==> config.mk <==
export PLATFORM = sky130hd
export DESIGN_NAME = mio_ram_arbiter
export DESIGN_NICKNAME = d
export VERILOG_FILES = /design/src/rtl/mio_arb_pkg.sv /design/src/rtl/mio_arb_prio.sv /design/src/rtl/mio_ram_arbiter.sv
export SDC_FILE = /design/constraint.sdc
export NUM_CORES = 1
export LEC_CHECK = 0
export BUFFER_PORTS_ARGS = -buffer_cell sky130_fd_sc_hd__buf_2
export CORE_AREA = 3 3 119 121
export DETAILED_ROUTE_END_ITERATION = 16
export DIE_AREA = 0 0 122 124
export PLACE_DENSITY = 0.85
export SYNTH_ARGS = -nofsm -noshare
export SYNTH_HDL_FRONTEND = slang
export SYNTH_SLANG_ARGS = --single-unit
==> constraint.sdc <==
create_clock -name clk -period 4.9 [get_ports clk]
set_clock_uncertainty 0.05 [all_clocks]
set_input_delay 0.98 -clock clk [delete_from_list [all_inputs] [get_ports clk]]
set_output_delay 0.98 -clock clk [all_outputs]
set_load 0.005 [all_outputs]
==> src/rtl/mio_arb_pkg.sv <==
// Shared definitions for the data-RAM arbiter: FSM state encoding and master indices.
package mio_arb_pkg;

  typedef enum logic [1:0] {
    IDLE  = 2'd0,
    ISSUE = 2'd1,
    WAIT  = 2'd2,
    RESP  = 2'd3
  } arb_state_t;

  localparam logic M_CPU = 1'b0;
  localparam logic M_DMA = 1'b1;

endpackage

==> src/rtl/mio_arb_prio.sv <==
// Fixed-priority winner select (m0 first) with a saturating starvation guard for m1.
module mio_arb_prio
  import mio_arb_pkg::*;
#(
  parameter int MAX_WAIT = 3
) (
  input  logic       clk,
  input  logic       rst,
  input  logic [1:0] req,
  input  logic       fire,
  output logic       win,
  output logic [3:0] starve_cnt
);

  localparam logic [3:0] SAT = 4'(MAX_WAIT);

  always_comb begin
    win = M_CPU;
    case (req)
      2'b10:   win = M_DMA;
      2'b11:   win = (starve_cnt == SAT) ? M_DMA : M_CPU;
      default: win = M_CPU;
    endcase
  end

  // Counts only contested m0 wins; any IDLE cycle without m1 pending forgets the history.
  always_ff @(posedge clk or posedge rst) begin
    if (rst) begin
      starve_cnt <= '0;
    end else if (fire) begin
      if (!req[1] || win == M_DMA) begin
        starve_cnt <= '0;
      end else if (starve_cnt != SAT) begin
        starve_cnt <= starve_cnt + 4'd1;
      end
    end
  end

endmodule

==> src/rtl/mio_ram_arbiter.sv <==
// Two-master single-port data-RAM arbiter: one transaction at a time, fixed RAM read latency.
module mio_ram_arbiter
  import mio_arb_pkg::*;
#(
  parameter int AW       = 32,
  parameter int DW       = 32,
  parameter int RD_LAT   = 1,
  parameter int MAX_WAIT = 3
) (
  input  logic            clk,
  input  logic            rst,
  input  logic            m0_req,
  input  logic            m0_we,
  input  logic [AW-1:0]   m0_addr,
  input  logic [DW-1:0]   m0_wdata,
  input  logic [DW/8-1:0] m0_be,
  output logic            m0_gnt,
  output logic            m0_ack,
  output logic [DW-1:0]   m0_rdata,
  input  logic            m1_req,
  input  logic            m1_we,
  input  logic [AW-1:0]   m1_addr,
  input  logic [DW-1:0]   m1_wdata,
  input  logic [DW/8-1:0] m1_be,
  output logic            m1_gnt,
  output logic            m1_ack,
  output logic [DW-1:0]   m1_rdata,
  output logic [AW-1:0]   ram_addr,
  output logic [DW/8-1:0] ram_we,
  output logic [DW-1:0]   ram_wdata,
  input  logic [DW-1:0]   ram_rdata,
  output logic            busy,
  output logic            owner
);

  localparam int BW = DW / 8;
  localparam int CW = $clog2(RD_LAT + 1);
  localparam logic [CW-1:0] LAT_LOAD = CW'(RD_LAT - 1);
  localparam logic [CW-1:0] LAT_LAST = CW'(1);

  arb_state_t    state, state_nxt;
  logic [CW-1:0] lat_cnt;
  logic          we_q;
  logic [BW-1:0] be_q;
  logic [AW-1:0] addr_q;
  logic [DW-1:0] wdata_q;
  logic [DW-1:0] rdata_q;
  logic          owner_q;
  logic          win;
  logic [3:0]    starve_cnt;
  logic          fire;
  logic          capture;
  logic          ack_now;

  assign fire = (state == IDLE);

  mio_arb_prio #(.MAX_WAIT(MAX_WAIT)) u_prio (
    .clk        (clk),
    .rst        (rst),
    .req        ({m1_req, m0_req}),
    .fire       (fire),
    .win        (win),
    .starve_cnt (starve_cnt)
  );

  assert property (@(posedge clk) disable iff (rst) starve_cnt <= 4'(MAX_WAIT));

  always_comb begin
    state_nxt = state;
    capture   = 1'b0;
    case (state)
      IDLE:  if (m0_req || m1_req) state_nxt = ISSUE;
      ISSUE: begin
        if (we_q) begin
          state_nxt = IDLE;
        end else if (RD_LAT == 1) begin
          capture   = 1'b1;
          state_nxt = RESP;
        end else begin
          state_nxt = WAIT;
        end
      end
      WAIT: begin
        if (lat_cnt == LAT_LAST) begin
          capture   = 1'b1;
          state_nxt = RESP;
        end
      end
      RESP:    state_nxt = IDLE;
      default: state_nxt = IDLE;
    endcase
  end

  always_comb begin
    busy      = (state != IDLE);
    ack_now   = (state == ISSUE && we_q) || (state == RESP);
    m0_gnt    = busy && (owner_q == M_CPU);
    m1_gnt    = busy && (owner_q == M_DMA);
    m0_ack    = ack_now && (owner_q == M_CPU);
    m1_ack    = ack_now && (owner_q == M_DMA);
    ram_we    = (state == ISSUE && we_q) ? be_q : '0;
    ram_addr  = addr_q;
    ram_wdata = wdata_q;
    m0_rdata  = rdata_q;
    m1_rdata  = rdata_q;
    owner     = owner_q;
  end

  always_ff @(posedge clk or posedge rst) begin
    if (rst) begin
      state   <= IDLE;
      lat_cnt <= '0;
    end else begin
      state <= state_nxt;
      if (state == ISSUE) begin
        lat_cnt <= LAT_LOAD;
      end else if (state == WAIT) begin
        lat_cnt <= lat_cnt - LAT_LAST;
      end
    end
  end

  // Command is frozen at the IDLE edge so later changes on the master side cannot disturb it.
  always_ff @(posedge clk or posedge rst) begin
    if (rst) begin
      owner_q <= M_CPU;
      we_q    <= 1'b0;
      be_q    <= '0;
      addr_q  <= '0;
      wdata_q <= '0;
    end else if (fire && (m0_req || m1_req)) begin
      owner_q <= win;
      if (win == M_DMA) begin
        we_q    <= m1_we;
        be_q    <= m1_be;
        addr_q  <= m1_addr;
        wdata_q <= m1_wdata;
      end else begin
        we_q    <= m0_we;
        be_q    <= m0_be;
        addr_q  <= m0_addr;
        wdata_q <= m0_wdata;
      end
    end
  end

  always_ff @(posedge clk or posedge rst) begin
    if (rst) begin
      rdata_q <= '0;
    end else if (capture) begin
      rdata_q <= ram_rdata;
    end
  end

endmodule

==> impl_metrics.tcl <==
set metrics [dict create \
    synth_top_area_share_pct 50.13 \
    drv_cap 0 \
    ant_nets 0 \
    cts_resized 0 \
    wire_per_inst_um 16.53 \
    holdBufCountCts 0 \
    grt_first_pass_wirelength_mm 24.80 \
    p_int_mw 2.717 \
    outcome "complete, no violations" \
    fin_tns_setup_ns 0 \
    drt-initial-drc-count 349 \
    ys_top_cells_by_area "dfrtp_1 50%, nand2_1 9.7%, o211ai_1 9.5%, nand4_1 7.9%, mux2_2 6.6%" \
    switchingPower_mw 1.593 \
    rsz0062_at_grt "no" \
    first_pass_iters 6 \
    finalCritPeriodShare_pct 62.25 \
    slew_headroom_pct 25.96 \
    setup_violations 0 \
    root_buffer "clkbuf_16" \
    critPathCaptureType "output port" \
    switching_share_pct 36.96 \
    finalWorstSetupSlack_ns 1.850 \
    syn-num-nets 729 \
    hpwlAfterDp_mm 11.50 \
    start_util_pct 41.25 \
    power_frac_comb_pct 45.0 \
    slew_violations 0 \
    dieArea_um2 15130 \
    numPortBuffers 311 \
    r2r_setup_slack_ns 2.27 \
    dr_total_vias 5180 \
    clock_power_share_pct 18.2 \
    startpoint_type "register" \
    die_width_um 122 \
    drcViolationCount 0 \
    clk_pin_slew_ns 0.07 \
    fp.dieH_um 124 \
    worstPathArrival_ns 2.02 \
    synth_area_um2 5441 \
    cts_num_sinks 109 \
    layout-drive-gt1-share_pct 46.70 \
    cts_buffer_depth 2 \
    synth_top_cell_by_area "dfrtp_1" \
    peakVddDrop_mv 0.3576 \
    gp_congestion 0.8002 \
    htreeDepth 3 \
    grt_pass1_vias 4930 \
    n_fill_cell 1194 \
    clock_latency_ns 0.35 \
    cp_max_fo 75 \
    max_freq_mhz 327.8 \
    post_synth.cell_area_avg_um2 9.912 \
    fin_hold_ws_ns 0.4381 \
    pin_count 312 \
    p_seq_share_pct 36.8 \
    grt_max_degree 76 \
    antenna_found_initial 1 \
    fin_crit_ns 3.050 \
    required_ns 3.87 \
    cts_made_buffers 9 \
    synth_cell_type_count 32 \
    pre_cts_slack_ns 1.683 \
    synth_seq_area_share_pct 50.13 \
    yosys_register_bits 109 \
    areaGrowthSynthToFinish_pct 31.16 \
    yosysWarnings 0 \
    syn_inst 549 \
    hold_class "reg2reg" \
    cts_tree "done" \
    final_nets 978 \
    wl_mm 16.20 \
    hold_viol_final 0 \
    leakage_nw 3.505 \
    tightestPinTransition_ns 1.111 \
    rows 42 \
    vias_per_cell 5.286 \
    overflow 0 \
    core_area_um2 13190 \
    p_per_area_nw_per_um2 603.9 \
    grtUsageTotal_pct 20.94 \
    crit_type "reg2out" \
    postCtsSetupRepairBufs 0 \
]
## logic make-up (layout without fill, tap and decap cells)
family                   after synthesis  count (layout)  synth area share (%)
adder cells (fa/ha/maj)                6               6                 1.380
AND/OR/NAND/NOR                      228             228                 19.91
buffers and inverters                 88             342                 9.772
other                                  0               1                     0
multiplexers                          34              34                 7.036
flip-flops                           109             109                 50.13
AO/OA/AOI/OAI                         84              84                 11.77
## layout by cell type (no fill, tap or decap), drive strengths merged, types with 2 or more instances in the layout
| cell type | count |
|---|---|
| mux2 | 34 |
| nor2 | 4 |
| o21ai | 7 |
| nand2 | 141 |
| bufinv | 2 |
| nor2b | 4 |
| dfrtp | 109 |
| ha | 6 |
| buf | 319 |
| and3 | 5 |
| a22o | 2 |
| inv | 8 |
| nand4 | 69 |
| clkbuf | 11 |
| o211ai | 69 |
## metrics by stage
stage	instance area, um2	utilization [%]	instances	total power [mW]
after global placement	6810	51.63	963	3.506
after detailed placement	6810	51.63	963	3.574
after CTS	7134	54.09	979	4.375
after floorplan	5441	-	549	2.909
after global routing	7137	54.11	980	4.668
final	7137	54.11	980	4.310
## cells in the mapped netlist, drive strengths merged
master	instances
nand2	141
dfrtp	109
nand4	69
o211ai	69
buf	65
mux2	34
clkbuf	16
inv	7
o21ai	7
ha	6
and3	5
nor2	4
nor2b	4
a22o	2
a21oi	1
a221o	1
a222oi	1
and2	1
nand4b	1
nand4bb	1
nor3	1
nor3b	1
o21a	1
o2bb2ai	1
o32a	1
## cell type report
| cell class | instances | area (um2) | share of cell area, % |
|---|---|---|---|
| clock inverters | 5 | 81.33 | 1.140 |
| multi-input cells | 352 | 2217 | 31.07 |
| clock buffers | 11 | 242.7 | 3.401 |
| diodes | 1 | 2.502 | 0.03506 |
| inverters | 7 | 28.78 | 0.4032 |
| flip-flops and latches | 109 | 2728 | 38.22 |
| well taps | 176 | 220.2 | 3.086 |
| repair buffers | 319 | 1617 | 22.65 |
## layer usage
metal	global-route usage (%)	routed length, um	vias to the layer above
met5	0	0	-
met4	8.473	477	0
met3	5.450	1354	39
met2	35.29	8149	274
met1	25.71	6219	2445
li1	-	-	2422
## state kept, by name (all words and copies together) (netlist names)
register / count
be_q: 4
owner: 1
lat_cnt: 1
u_prio.starve_cnt: 4
m0_rdata: 32
state: 2
we_q: 1
ram_addr: 32
ram_wdata: 32
## power by group through the flow
stage	sequential (mW)	clock [mW]	combinational [mW]
2_1_floorplan	1.62	0	1.29
3_3_place_gp	1.59	0	1.92
3_5_place_dp	1.60	0	1.97
4_1_cts	1.59	0.811	1.97
5_1_grt	1.64	0.851	2.17
6_report	1.58	0.785	1.94
## critical path, cell delays in order (launching register included)
cell	delay (ns)
dfrtp_1	0.41
inv_1	0.14
ha_2	0.20
buf_4	0.64
inv_1	0.12
buf_2	0.16
## final timing paths
| path | start | to | depth (start not counted) |
|---|---|---|---|
| worst max-delay path | state[1] | busy | 5 |
| worst min-delay path | ram_wdata[28] | ram_wdata[28] | 2 |
| worst max register to register | state[1] | ram_wdata[30] | 7 |
| worst min register to register | ram_wdata[28] | ram_wdata[28] | 2 |
| max in group asynchronous | rst | ram_addr[1] | 3 |
| min in group asynchronous | rst | ram_addr[29] | 2 |
Note: power is estimated with default switching activity, not from simulation.
